<file path="config.mk">
export PLATFORM = sky130hd
export DESIGN_NAME = lfsr_word_gen_flat
export DESIGN_NICKNAME = d
export VERILOG_FILES = /design/src/rtl/lfsr_word_gen_if.sv /design/src/rtl/lfsr_word_gen.sv /design/src/flat_wrapper.sv
export SDC_FILE = /design/constraint.sdc
export NUM_CORES = 1
export LEC_CHECK = 0
export ABC_AREA = 1
export BUFFER_PORTS_ARGS = -buffer_cell sky130_fd_sc_hd__buf_2
export CORE_UTILIZATION = 39
export DETAILED_ROUTE_END_ITERATION = 8
export GPL_TIMING_DRIVEN = 0
export SYNTH_ARGS = -nofsm -noshare
export SYNTH_HDL_FRONTEND = slang
export SYNTH_SLANG_ARGS = --single-unit
</file>
<file path="constraint.sdc">
create_clock -name clk -period 2.2 [get_ports clk]
set_input_delay 0.44 -clock clk [delete_from_list [all_inputs] [get_ports clk]]
set_output_delay 0.44 -clock clk [all_outputs]
set_load 0.02 [all_outputs]
</file>
<file path="src/rtl/lfsr_word_gen_if.sv">
// Handshake/bus bundle for lfsr_word_gen.
//   seed_load/seed_in : load a new LFSR state (IDLE/HOLD only)
//   start             : begin filling one word (IDLE only)
//   out_valid/ready   : output word handshake
//   out_data          : generated word, MSB = first generated bit
//   busy              : generator is filling a word
// master = generator side, slave = consumer/controller side.
interface lfsr_word_gen_if #(
  parameter int unsigned LFSR_W = 32,
  parameter int unsigned OUT_W  = 256
);
  logic              seed_load;
  logic [LFSR_W-1:0] seed_in;
  logic              start;
  logic              out_valid;
  logic              out_ready;
  logic [OUT_W-1:0]  out_data;
  logic              busy;

  modport master (
    input  seed_load, seed_in, start, out_ready,
    output out_valid, out_data, busy
  );

  modport slave (
    output seed_load, seed_in, start, out_ready,
    input  out_valid, out_data, busy
  );
endinterface

</file>
<file path="src/rtl/lfsr_word_gen.sv">
// Fibonacci LFSR word generator: steps an LFSR_W-bit LFSR one bit per clock
// and packs the feedback bits into an OUT_W-bit word (first bit at MSB).
// Ports:
//   clk     : rising-edge clock
//   reset_n : asynchronous active-low reset
//   bus     : lfsr_word_gen_if.master (seed load, start, valid/ready output, busy)
// Optional feature macro: LFSR_AUTO_RESTART_EN -- when defined, a HOLD
// handshake restarts filling immediately instead of returning to IDLE.
module lfsr_word_gen #(
  parameter int unsigned          LFSR_W = 32,
  parameter logic [LFSR_W-1:0]    TAPS   = LFSR_W'(32'hA3000000),
  parameter logic [LFSR_W-1:0]    SEED   = LFSR_W'(32'hFFFFFFFF),
  parameter int unsigned          OUT_W  = 256
) (
  input  logic clk,
  input  logic reset_n,
  lfsr_word_gen_if.master bus
);

  localparam int unsigned CNT_W = $clog2(OUT_W + 1);
  localparam logic [CNT_W-1:0] LAST = CNT_W'(OUT_W - 1);

  typedef enum logic [1:0] {IDLE, FILL, HOLD} state_t;

  state_t            state_q, state_d;
  logic [LFSR_W-1:0] lfsr_q, lfsr_d;
  logic [OUT_W-1:0]  sreg_q, sreg_d;
  logic [CNT_W-1:0]  cnt_q, cnt_d;
  logic              valid_d, busy_d;
  logic [OUT_W-1:0]  data_d;
  logic              fb;
  logic [LFSR_W-1:0] seed_fix;

  // A zero seed would lock the LFSR, so it falls back to SEED.
  assign seed_fix = (bus.seed_in == '0) ? SEED : bus.seed_in;
  assign fb       = ^(lfsr_q & TAPS);

  // State and datapath registers
  always_ff @(posedge clk or negedge reset_n) begin
    if (!reset_n) begin
      state_q       <= IDLE;
      lfsr_q        <= SEED;
      sreg_q        <= '0;
      cnt_q         <= '0;
      bus.out_valid <= 1'b0;
      bus.out_data  <= '0;
      bus.busy      <= 1'b0;
    end else begin
      state_q       <= state_d;
      lfsr_q        <= lfsr_d;
      sreg_q        <= sreg_d;
      cnt_q         <= cnt_d;
      bus.out_valid <= valid_d;
      bus.out_data  <= data_d;
      bus.busy      <= busy_d;
    end
  end

  // Next-state and next-output logic
  always_comb begin
    state_d = state_q;
    lfsr_d  = lfsr_q;
    sreg_d  = sreg_q;
    cnt_d   = cnt_q;
    valid_d = bus.out_valid;
    data_d  = bus.out_data;

    unique case (state_q)
      IDLE: begin
        // Seed load wins over start; the start pulse is dropped.
        if (bus.seed_load) begin
          lfsr_d = seed_fix;
        end else if (bus.start) begin
          state_d = FILL;
          cnt_d   = '0;
          sreg_d  = '0;
        end
      end
      FILL: begin
        lfsr_d = {lfsr_q[LFSR_W-2:0], fb};
        sreg_d = {sreg_q[OUT_W-2:0], fb};
        cnt_d  = cnt_q + CNT_W'(1);
        if (cnt_q == LAST) begin
          state_d = HOLD;
          valid_d = 1'b1;
          data_d  = sreg_d;
        end
      end
      HOLD: begin
        // Seed load here only touches the LFSR, never the held word.
        if (bus.seed_load) begin
          lfsr_d = seed_fix;
        end
        if (bus.out_ready) begin
          valid_d = 1'b0;
          data_d  = '0;
`ifdef LFSR_AUTO_RESTART_EN
          state_d = FILL;
          cnt_d   = '0;
          sreg_d  = '0;
`else
          state_d = IDLE;
`endif
        end
      end
      default: begin
        state_d = IDLE;
      end
    endcase

    busy_d = (state_d == FILL);
  end

endmodule
</file>
<file path="src/flat_wrapper.sv">
// flat-port wrapper written by rule: the top's interface ports become plain ports
module lfsr_word_gen_flat 
#(
  parameter int unsigned          LFSR_W = 32,
  parameter logic [LFSR_W-1:0]    TAPS   = LFSR_W'(32'hA3000000),
  parameter logic [LFSR_W-1:0]    SEED   = LFSR_W'(32'hFFFFFFFF),
  parameter int unsigned          OUT_W  = 256
)
  (clk, reset_n, bus_seed_load, bus_seed_in, bus_start, bus_out_ready, bus_out_valid, bus_out_data, bus_busy);
  lfsr_word_gen_if #(.LFSR_W(LFSR_W), .OUT_W(OUT_W)) bus_i ();
  input  logic clk;
  input  logic reset_n;
  input wire logic [$bits(bus_i.seed_load)-1:0] bus_seed_load;
  input wire logic [$bits(bus_i.seed_in)-1:0] bus_seed_in;
  input wire logic [$bits(bus_i.start)-1:0] bus_start;
  input wire logic [$bits(bus_i.out_ready)-1:0] bus_out_ready;
  output wire logic [$bits(bus_i.out_valid)-1:0] bus_out_valid;
  output wire logic [$bits(bus_i.out_data)-1:0] bus_out_data;
  output wire logic [$bits(bus_i.busy)-1:0] bus_busy;
  assign bus_i.seed_load = bus_seed_load;
  assign bus_i.seed_in = bus_seed_in;
  assign bus_i.start = bus_start;
  assign bus_i.out_ready = bus_out_ready;
  assign bus_out_valid = bus_i.out_valid;
  assign bus_out_data = bus_i.out_data;
  assign bus_busy = bus_i.busy;
  lfsr_word_gen #(.LFSR_W(LFSR_W), .TAPS(TAPS), .SEED(SEED), .OUT_W(OUT_W)) u_core (.clk(clk), .reset_n(reset_n), .bus(bus_i));
endmodule
</file>
==> results of run 1 <==
timing repair:
action / CTS / global route
pin swaps: 2 / 3
hold buffers: 1 / 0
endpoints found under the hold margin: 92 / 0
buffers inserted: 4 / 1
cloned: 0 / 1
setup endpoints to repair: 250 / 461
resized for setup: 9 / 75
state kept, by name, summed over array words and instances, names as in the netlist:
| signal | count |
|---|---|
| u_core.bus.out_data | 256 |
| u_core.sreg_q | 255 |
| u_core.lfsr_q | 32 |
| u_core.cnt_q | 9 |
| u_core.state_q | 2 |
| u_core.bus.busy | 1 |
| u_core.bus.out_valid | 1 |
per-layer routing:
metal  up-vias  part of all wire [%]  track usage, %
met4         0                   1.9            5.04
met1      7835                    45            25.3
met2       329                    47            30.5
li1       7531                     -               -
met5         -                     0               0
met3        68                   6.1            4.88
cell families (layout without fill, tap and decap cells):
logic type,after synthesis,after routing,share of synthesized area [%]
flip-flops,556,556,66.0
AO/OA/AOI/OAI,562,562,14.9
buffers and inverters,424,834,9.38
AND/OR/NAND/NOR,445,445,9.55
adder cells (fa/ha/maj),2,2,0.118
XOR/XNOR,2,2,0.0828
metrics by stage:
step                setup slack (ps)  power (uW)
global route                   -14.8       30500
CTS                             4.78       29100
finish                           115       28900
floorplan                        282       17300
global placement              -10390       19100
detailed placement              -218       19300
placed cells by master, fill, tap and decap left out, types with 35 or more instances in the layout:
| cell type | synthesis | layout |
|---|---|---|
| sky130_fd_sc_hd__clkbuf_1 | 21 | 35 |
| sky130_fd_sc_hd__clkbuf_16 | 0 | 58 |
| sky130_fd_sc_hd__o21ai_0 | 206 | 181 |
| sky130_fd_sc_hd__dfrtp_1 | 524 | 524 |
| sky130_fd_sc_hd__nand2_1 | 150 | 149 |
| sky130_fd_sc_hd__nand3_1 | 261 | 260 |
| sky130_fd_sc_hd__inv_1 | 267 | 267 |
| sky130_fd_sc_hd__buf_2 | 88 | 364 |
| sky130_fd_sc_hd__o22ai_1 | 259 | 259 |
| sky130_fd_sc_hd__o21ai_1 | 88 | 113 |
final cells by class:
class,count,area (um2)
clock buffers,91,1700
plain buffers,153,1050
repair buffers,305,1670
multi-input cells,1011,5260
clock inverters,14,191
flip-flops and latches,556,14000
fillers,4913,27400
inverters,271,1020
well taps,688,861
power groups by stage:
stage | logic (uW) | clock network [uW] | registers, uW
after CTS | 5870 | 9970 | 13300
after global placement | 5650 | 0 | 13400
after detailed placement | 5810 | 0 | 13500
final | 5870 | 9710 | 13300
after global routing | 6600 | 10400 | 13500
after floorplan | 3450 | 0 | 13900
how the worst min path moves through the flow:
stage / to / cells after the start / from / slack [ps]
after floorplan: u_core.bus.busy$_DFF_PN0_ / 0 / reset_n / 140
after global placement: u_core.lfsr_q[26]$_DFFE_PN1P_ / 2 / u_core.lfsr_q[26]$_DFFE_PN1P_ / 460
after detailed placement: u_core.lfsr_q[17]$_DFFE_PN1P_ / 2 / u_core.lfsr_q[17]$_DFFE_PN1P_ / 460
after CTS: u_core.state_q[1]$_DFF_PN0_ / 2 / bus_out_ready / 4
after global routing: u_core.state_q[1]$_DFF_PN0_ / 2 / bus_out_ready / 20
final: u_core.state_q[1]$_DFF_PN0_ / 2 / bus_out_ready / 50
==> reports/qor.tcl, run 1 <==
set qor(drc_errors) 0
set qor(final_antenna_net_count) 0
set qor(pin_count_of_the_biggest_net_entering_global_routing) 125
set qor(tritoncts) {done}
set qor(setup.worst_path.end) {u_core.sreg_q[163]$_DFFE_PN0P_}
set qor(r2r-end) {u_core.sreg_q[163]$_DFFE_PN0P_}
set qor(finalNetCount) 2394
set qor(die_height_um) 235
set qor(h-tree-depth) 2
set qor(die-area_um2) 55200
set qor(dp_hpwl_um) 36000
set qor(postLayoutCellArea_um2) 25700
set qor(areaGrowthSynthToFinish_pct) 21.5
set qor(sw_frac_of_total_pct) 29.6
set qor(synth_enable_flop_cells) 0
set qor(clock-root-buffer) {sky130_fd_sc_hd__clkbuf_16}
set qor(antenna_found_initial) 1
set qor(cts_num_sinks) 556
set qor(first_iter_violations) 884
set qor(synthMostInstantiatedCell) {sky130_fd_sc_hd__dfrtp_1}
set qor(max_slew.worst_pin.slew_ps) 741
set qor(rr_startpoint) {u_core.state_q[0]$_DFF_PN0_}
set qor(critPathLaunch) {u_core.state_q[0]$_DFF_PN0_}
set qor(vdd.ir_drop.worst_mv) 0.723
set qor(globalRouteOverflowTotal) 0
set qor(worst_ep_arrival_time_ps) 2560
set qor(gp_congestion) 0.786
set qor(setup-violations-final) 0
set qor(critical_path_cell_count) 5
set qor(drt-pass1-iter-count) 4
set qor(critical_path.startpoint_type) {register}
set qor(clock_skew_ps) 19.9
set qor(endpoint_kind) {register}
set qor(final_util_pct) 48.4
set qor(async_reset_ff_share_pct) 100
set qor(r2r.worst_path.cells) 5
set qor(drive_gt1_share_pct) 23.8
set qor(synth_cell_types) 25
set qor(cts_inserted_buffers) 57
set qor(wl_per_cell_um) 16.9
set qor(hold_viol) 0
set qor(timing.final.crit_period_ps) 2080
set qor(final_hold_slack_ps) 50.9
set qor(netlist.area_leader.share_pct) 62.0
set qor(routed_via_density) 5.10
set qor(wire_length_of_the_first_global_routing_pass_um) 85100
set qor(first_global_vias) 15600
set qor(clock_path_buffers) 3
set qor(hold_path_class) {in2reg}
set qor(drt_wl_total_um) 52200
set qor(ys_top_cells_by_area) {sky130_fd_sc_hd__dfrtp_1, sky130_fd_sc_hd__o22ai_1, sky130_fd_sc_hd__nand3_1}
set qor(per_instance_average_area_after_synthesis_um2) 10.6
set qor(synth_top_cells_by_count) {sky130_fd_sc_hd__dfrtp_1, sky130_fd_sc_hd__inv_1, sky130_fd_sc_hd__nand3_1}
set qor(setup_total_negative_slack_ps) 0
set qor(drv_cap) 0
set qor(cellLeakagePower_uw) 0.0122
set qor(critPathBufInv) 3
set qor(post_dp_cell_area_um2) 23600
set qor(insertedDiodeCount) 0
set qor(power.switching_uw) 8540
set qor(start_util_pct) 39.8
set qor(via_count) 15800
set qor(ios) 295
set qor(post_synth_instance_area_um2) 21100
set qor(crit_path_max_incr_delay_ps) 600
set qor(top_cell_type_by_total_area_after_synthesis) {sky130_fd_sc_hd__dfrtp_1}
set qor(clk_pin_slew_worst_paths_ps) 60
set qor(synth.net_count) 2030
set qor(port_buffers) 294
set qor(netlist_instances) 1991
set qor(ys_dominant_reg_cell) {sky130_fd_sc_hd__dfrtp_1}
set qor(ys_warn_count) 0
set qor(relSlewSlack_pct) 50.6
set qor(row_count) 84
set qor(rsz0062_at_grt) {yes}
set qor(synth-seq-area-share_pct) 66.0
set qor(numPlacedInstances) 2977
set qor(crit_type) {reg2reg}
set qor(fin_crit_sh_pct) 94.8
set qor(power_report.internal_total_uw) 20300
set qor(final_non_filler_cell_total) 3089
set qor(max_transition_viols_final) 0
set qor(crit_path_top_delay_cell) {sky130_fd_sc_hd__clkbuf_1}
set qor(cpMostUsedCell) {sky130_fd_sc_hd__buf_2}
set qor(power.combinational.fraction_pct) 20.3
set qor(die_w_um) 235
set qor(clock_latency_ps) 620
set qor(status) {complete, no violations}
set qor(core-area_um2) 53100
set qor(synth_seq_cells) 556
set qor(gr-usage-all-layers_pct) 18.9
set qor(power.clock.fraction_pct) 33.6
set qor(crit_path_cell_trace) {nand2_2, buf_2, clkbuf_1, buf_2, o22ai_1}
set qor(worst-path-max-fanout) 10
set qor(fmax_ghz) 0.480
set qor(power.share.sequential_pct) 46.0
set qor(cp_data_required_time_ps) 2670
set qor(timing.reg2reg.setup_slack_ps) 120
set qor(crit_family) {buffers and inverters}
set qor(power.density_nw_per_um2) 1120
No activity file was read; power rests on OpenSTA's default activity.
==> inputs of run 2 (changes only) <==
--- a/config.mk
+++ b/config.mk
@@ -10,6 +10,7 @@
 export CORE_UTILIZATION = 39
 export DETAILED_ROUTE_END_ITERATION = 8
 export GPL_TIMING_DRIVEN = 0
+export PLACE_DENSITY = 0.64
 export SYNTH_ARGS = -nofsm -noshare
 export SYNTH_HDL_FRONTEND = slang
 export SYNTH_SLANG_ARGS = --single-unit
==> run 2 against run 1 <==
Against the previous run: hold slack worse by 13 ps; clock-buffer cell count down 15; via count up 1.1%; wire length up 2.8%; critical path depth up 8; combinational power up 2%; die area unchanged; first-iteration DRC count up 12%; flip-flop and latch count unchanged; register-to-register slack worse by 70 ps; critical endpoint is now u_core.bus.out_data[167]$_DFFE_PN0P_; highest routed layer unchanged.
==> reports/qor.tcl, run 2 (synthesized netlist as in run 1, its figures left out) <==
set qor(port_buffers) 294
set qor(critical_path.startpoint_type) {register}
set qor(clock_path_buffers) 3
set qor(sw_frac_of_total_pct) 29.5
set qor(register_containing_the_most_flip_flops_in_the_final_layout) {u_core.bus.out_data}
set qor(cts_inserted_buffers) 58
set qor(cp_data_required_time_ps) 2690
set qor(fmax_ghz) 0.465
set qor(final_non_filler_cell_total) 3104
set qor(clk_pin_slew_worst_paths_ps) 60
set qor(rsz0062_at_grt) {yes}
set qor(final_hold_slack_ps) 38.3
set qor(seqCellArea_um2) 14000
set qor(endpoint_kind) {register}
set qor(max_slew.worst_pin.slew_ps) 639
set qor(fin_crit_sh_pct) 97.7
set qor(clock-root-buffer) {sky130_fd_sc_hd__clkbuf_16}
set qor(wl_per_cell_um) 17.3
set qor(crit_type) {reg2reg}
set qor(cellLeakagePower_uw) 0.0126
set qor(largest_registers) {u_core.bus.out_data: 256 flops, u_core.sreg_q: 255 flops, u_core.lfsr_q: 32 flops}
set qor(power.density_nw_per_um2) 1120
set qor(hold_path_class) {in2reg}
set qor(mostFrequentLayoutCell) {sky130_fd_sc_hd__dfrtp_1}
set qor(drt-pass1-iter-count) 5
set qor(timing.hold.worst.start) {bus_out_ready}
set qor(drive_gt1_share_pct) 26.4
set qor(final_util_pct) 49.8
set qor(relSlewSlack_pct) 57.4
set qor(drv_cap) 0
set qor(dp_hpwl_um) 36300
set qor(timing.final.crit_period_ps) 2150
set qor(cts_num_sinks) 556
set qor(first_iter_violations) 987
set qor(die-area_um2) 55200
set qor(final_antenna_net_count) 0
set qor(power_report.internal_total_uw) 20900
set qor(setup-violations-final) 0
set qor(h-tree-depth) 2
set qor(hold_viol) 0
set qor(clock_latency_ps) 610
set qor(worst-path-max-fanout) 9
set qor(via_count) 15900
set qor(crit_path_max_incr_delay_ps) 370
set qor(die_w_um) 235
set qor(status) {complete, no violations}
set qor(power.clock.fraction_pct) 35.1
set qor(rr_startpoint) {u_core.cnt_q[1]$_DFFE_PN0P_}
set qor(wire_length_of_the_first_global_routing_pass_um) 84800
set qor(max_transition_viols_final) 0
set qor(start_util_pct) 39.8
set qor(largest_register_ffs) 256
set qor(gp_congestion) 0.791
set qor(power.switching_uw) 8770
set qor(areaGrowthSynthToFinish_pct) 25.0
set qor(drc_errors) 0
set qor(pin_count_of_the_biggest_net_entering_global_routing) 127
set qor(globalRouteOverflowTotal) 0
set qor(die_height_um) 235
set qor(antenna_found_initial) 2
set qor(finalNetCount) 2407
set qor(worst_ep_arrival_time_ps) 2640
set qor(fill_cells) 4751
set qor(insertedDiodeCount) 0
set qor(core-area_um2) 53100
set qor(row_count) 84
set qor(power.total_uw) 29700
set qor(clock_skew_ps) 13.2
set qor(drt_wl_total_um) 53600
set qor(crit_path_top_delay_cell) {sky130_fd_sc_hd__dfrtp_1}
set qor(routed_via_density) 5.13
set qor(power.combinational.fraction_pct) 20.1
set qor(most_used_cells_in_the_layout_excluding_fill_and_tap_cells) {sky130_fd_sc_hd__dfrtp_1, sky130_fd_sc_hd__buf_2, sky130_fd_sc_hd__inv_1, sky130_fd_sc_hd__o22ai_1, sky130_fd_sc_hd__nand3_1}
set qor(crit_path_cell_trace) {ha_2, nand2_1, inv_2, nand2_2, nor2_4, nand3_2, nor2_4, ha_4, nand2_8, clkbuf_16, clkbuf_16, nand3_1, o21ai_1}
set qor(tritoncts) {done}
set qor(numPlacedInstances) 2977
set qor(power.share.sequential_pct) 44.8
set qor(gr-usage-all-layers_pct) 18.8
set qor(critPathLaunch) {u_core.cnt_q[1]$_DFFE_PN0P_}
set qor(ios) 295
set qor(vdd.ir_drop.worst_mv) 0.608
set qor(multiInputGateArea_um2) 5430
set qor(first_global_vias) 15800
## run 2: cell count changes in the layout (fill, tap and decap cells not counted), moves of 8 or more
cell,change
sky130_fd_sc_hd__nand3_1,-18
sky130_fd_sc_hd__clkinv_2,+9
sky130_fd_sc_hd__clkbuf_1,-10
sky130_fd_sc_hd__buf_6,+11
sky130_fd_sc_hd__clkbuf_8,-8
sky130_fd_sc_hd__buf_2,-10
sky130_fd_sc_hd__o21ai_0,-85
sky130_fd_sc_hd__o21ai_2,+20
sky130_fd_sc_hd__clkbuf_16,+10
sky130_fd_sc_hd__o21ai_1,+65
sky130_fd_sc_hd__nand3_2,+18
## run 2: final timing paths
path	slack [ps]	end	cells past startpoint
max in group asynchronous	330	u_core.lfsr_q[17]$_DFFE_PN1P_	4
worst max register to register	50	u_core.bus.out_data[167]$_DFFE_PN0P_	13
worst max-delay path	50	u_core.bus.out_data[167]$_DFFE_PN0P_	13
worst min-delay path	40	u_core.state_q[1]$_DFF_PN0_	2
worst min register to register	470	u_core.lfsr_q[17]$_DFFE_PN1P_	2
min in group asynchronous	390	u_core.bus.out_data[131]$_DFFE_PN0P_	2
## run 2: per-stage QoR
stage / area, um2 / TNS [ps] / setup slack, ps
final: 26400 / 0 / 50.0
after global routing: 26400 / -957 / -35.6
after floorplan: 21100 / 0 / 282
after detailed placement: 23600 / -44120 / -257
after global placement: 23500 / -5583650 / -10260
after CTS: 25700 / 0 / 11.5
## run 2: repair_timing
action	CTS	global route
endpoints found under the hold margin	93	0
pin swaps	2	5
resized for setup	13	255
hold buffers	1	0
cloned	0	11
setup buffers	4	4
endpoints found under the setup margin	250	493
## run 2: power groups by stage
stage	clock network [uW]	logic [uW]	registers (uW)
after detailed placement	0	5810	13500
final	10400	5970	13300
after floorplan	0	3450	13900
after CTS	10600	5870	13300
after global placement	0	5620	13400
after global routing	11100	6690	13500
## run 2: routing by layer
metal | wire length, um | track usage (%) | vias up | part of all wire [%]
li1 | - | - | 7561 | -
met1 | 23700 | 25.2 | 7939 | 44
met2 | 25600 | 30.4 | 349 | 48
met3 | 2990 | 4.58 | 88 | 5.6
met4 | 1330 | 5.66 | 0 | 2.5
met5 | 0 | 0 | - | 0
## run 2: cell type report
| cell class | instances | share of cell area (%) |
|---|---|---|
| clock inverter | 32 | 1.69 |
| inverter | 271 | 3.85 |
| multi-input combinational | 1012 | 20.6 |
| timing repair buffer | 317 | 7.20 |
| sequential | 556 | 52.8 |
| clock buffer | 76 | 6.09 |
| buffer | 152 | 4.57 |
| tap | 688 | 3.26 |
## run 2: worst max-delay path, delay by kind of cell, from the launching register on
family                   cells  cell delay (ps)
buffers and inverters        3              460
AO/OA/AOI/OAI                1               60
adder cells (fa/ha/maj)      2              400
flip-flops                   1              370
AND/OR/NAND/NOR              7              710
==> inputs of run 3 (changes only) <==
--- a/config.mk
+++ b/config.mk
@@ -6,7 +6,7 @@
 export NUM_CORES = 1
 export LEC_CHECK = 0
 export ABC_AREA = 1
-export BUFFER_PORTS_ARGS = -buffer_cell sky130_fd_sc_hd__buf_2
+export BUFFER_PORTS_ARGS = -buffer_cell sky130_fd_sc_hd__clkbuf_2
 export CORE_UTILIZATION = 39
 export DETAILED_ROUTE_END_ITERATION = 8
 export GPL_TIMING_DRIVEN = 0
==> run 3 against run 2 <==
Against the previous run: total power is 0.19% lower; combinational power decreased by 2%; critical path type unchanged; hold slack improved by 22 ps; cell area fell by 1.9%; clock-buffer cell count rose by 2; non-clock buffer count down 10.
==> reports/qor.tcl, run 3 (synthesized netlist as in run 1, its figures left out) <==
set qor(tritoncts) {done}
set qor(critical_path.startpoint_type) {register}
set qor(first_global_vias) 15700
set qor(drv_cap) 0
set qor(fill_cells) 4763
set qor(power.switching_uw) 8710
set qor(first_iter_violations) 893
set qor(gp_congestion) 0.786
set qor(core-area_um2) 53100
set qor(final_non_filler_cell_total) 3093
set qor(insertedDiodeCount) 0
set qor(clock_latency_ps) 610
set qor(wire_length_of_the_first_global_routing_pass_um) 85500
set qor(fin_crit_sh_pct) 94.8
set qor(final_antenna_net_count) 0
set qor(max_slew.worst_pin.slew_ps) 604
set qor(drt-pass1-iter-count) 5
set qor(drc_errors) 0
set qor(die-area_um2) 55200
set qor(finalNetCount) 2396
set qor(mostFrequentLayoutCell) {sky130_fd_sc_hd__dfrtp_1}
set qor(relSlewSlack_pct) 59.7
set qor(clock_skew_ps) 19.0
set qor(largest_register_ffs) 256
set qor(drive_gt1_share_pct) 24.3
set qor(timing.reg2reg.setup_slack_ps) 110
set qor(port_buffers) 294
set qor(multiInputGateArea_um2) 5250
set qor(rsz0062_at_grt) {yes}
set qor(numPlacedInstances) 2978
set qor(seqCellArea_um2) 14000
set qor(via_count) 15800
set qor(routed_via_density) 5.09
set qor(cellLeakagePower_uw) 0.0124
set qor(power.clock.fraction_pct) 35.3
set qor(power.combinational.fraction_pct) 19.8
set qor(hold_path_class) {in2reg}
set qor(die_w_um) 235
set qor(vdd.ir_drop.worst_mv) 0.661
set qor(register_containing_the_most_flip_flops_in_the_final_layout) {u_core.bus.out_data}
set qor(largest_registers) {u_core.bus.out_data: 256 flops, u_core.sreg_q: 255 flops, u_core.lfsr_q: 32 flops}
set qor(wl_per_cell_um) 17.2
set qor(die_height_um) 235
set qor(r2r.worst_path.cells) 12
set qor(power.share.sequential_pct) 44.9
set qor(antenna_found_initial) 0
set qor(clock-root-buffer) {sky130_fd_sc_hd__clkbuf_16}
set qor(endpoint_kind) {register}
set qor(max_transition_viols_final) 0
set qor(crit_type) {reg2reg}
set qor(row_count) 84
set qor(timing.final.crit_period_ps) 2090
set qor(cp_data_required_time_ps) 2710
set qor(worst-path-max-fanout) 10
set qor(start_util_pct) 39.8
set qor(hold_viol) 0
set qor(final_util_pct) 48.9
set qor(power_report.internal_total_uw) 20900
set qor(post_dp_cell_area_um2) 23600
set qor(most_used_cells_in_the_layout_excluding_fill_and_tap_cells) {sky130_fd_sc_hd__dfrtp_1, sky130_fd_sc_hd__clkbuf_2, sky130_fd_sc_hd__inv_1, sky130_fd_sc_hd__nand3_1, sky130_fd_sc_hd__o22ai_1}
set qor(power.density_nw_per_um2) 1140
set qor(gr-usage-all-layers_pct) 19.0
set qor(dp_hpwl_um) 36500
set qor(setup_total_negative_slack_ps) 0
set qor(sw_frac_of_total_pct) 29.4
set qor(pin_count_of_the_biggest_net_entering_global_routing) 116
set qor(areaGrowthSynthToFinish_pct) 22.6
set qor(worst_ep_arrival_time_ps) 2590
set qor(h-tree-depth) 2
set qor(postLayoutCellArea_um2) 25900
set qor(setup-violations-final) 0
set qor(ios) 295
set qor(status) {complete, no violations}
set qor(fmax_ghz) 0.480
set qor(cts_inserted_buffers) 57
set qor(clock_path_buffers) 3
set qor(drt_wl_total_um) 53100
set qor(cts_num_sinks) 556
set qor(hold-path-cell-count) 2
set qor(clk_pin_slew_worst_paths_ps) 60
set qor(globalRouteOverflowTotal) 0
==> run 3: cell count changes in the layout (fill, tap and decap cells not counted), sizes merged <==
cell      previous run  this run
clkinv              19        12
inv                271       273
clkbuf             104       396
buf                440       140
clkinvlp             3         5
==> run 3: worst paths after layout <==
kind,from,to
setup / recovery,u_core.cnt_q[0]$_DFFE_PN0P_,u_core.bus.out_data[115]$_DFFE_PN0P_
setup reg to reg,u_core.cnt_q[0]$_DFFE_PN0P_,u_core.bus.out_data[115]$_DFFE_PN0P_
hold / removal,bus_out_ready,u_core.state_q[1]$_DFF_PN0_
min in group asynchronous,reset_n,u_core.bus.out_data[131]$_DFFE_PN0P_
max in group asynchronous,reset_n,u_core.sreg_q[193]$_DFFE_PN0P_
hold reg to reg,u_core.lfsr_q[4]$_DFFE_PN1P_,u_core.lfsr_q[4]$_DFFE_PN1P_
==> run 3: power by group through the flow <==
stage               Sequential [uW]  Clock (uW)  Combinational, uW
floorplan                     13900           0               3450
global placement              13500           0               5610
detailed placement            13500           0               5790
CTS                           13300       10700               5870
global route                  13500       11100               6600
finish                        13300       10400               5870
==> run 3: per-layer routing <==
metal / track usage [%] / wire (um) / vias up
met5: 0 / 0 / -
met4: 5.32 / 1180 / 0
met3: 4.72 / 3080 / 80
met2: 30.6 / 25100 / 350
met1: 25.5 / 23700 / 7794
li1: - / - / 7532
==> run 3: repair_timing <==
action,CTS,global route
hold endpoints to repair,43,0
resized for setup,20,42
pin swaps,3,3
cloned,1,2
endpoints found under the setup margin,250,399
setup buffers,3,2
hold buffers,1,0
==> run 3: final cells by class <==
type,count,share of cell area [%]
buffer,152,4.10
clock buffer,78,6.27
clock inverter,29,1.70
inverter,271,3.92
multi-input combinational,1012,20.3
sequential,556,53.8
tap,688,3.32
timing repair buffer,307,6.62
==> run 3: worst max-delay path: stages, from the launching register on <==
cell	delay, ps
sky130_fd_sc_hd__dfrtp_1	350
sky130_fd_sc_hd__ha_1	170
sky130_fd_sc_hd__nand2_1	50
sky130_fd_sc_hd__inv_1	70
sky130_fd_sc_hd__nand2_1	80
sky130_fd_sc_hd__nor2_2	130
sky130_fd_sc_hd__nand3_2	110
sky130_fd_sc_hd__nor2_4	140
sky130_fd_sc_hd__ha_4	200
sky130_fd_sc_hd__nand2_8	110
sky130_fd_sc_hd__buf_6	190
sky130_fd_sc_hd__buf_2	200
sky130_fd_sc_hd__o21ai_0	190
==> run 3: stage by stage <==
step	worst slack, ps	total power, uW	hold WS [ps]
after floorplan	282	17300	144
after global placement	-11640	19100	455
after detailed placement	-244	19300	421
after CTS	9.86	29900	15.5
after global routing	-32.1	31200	40.8
final	115	29600	60.4
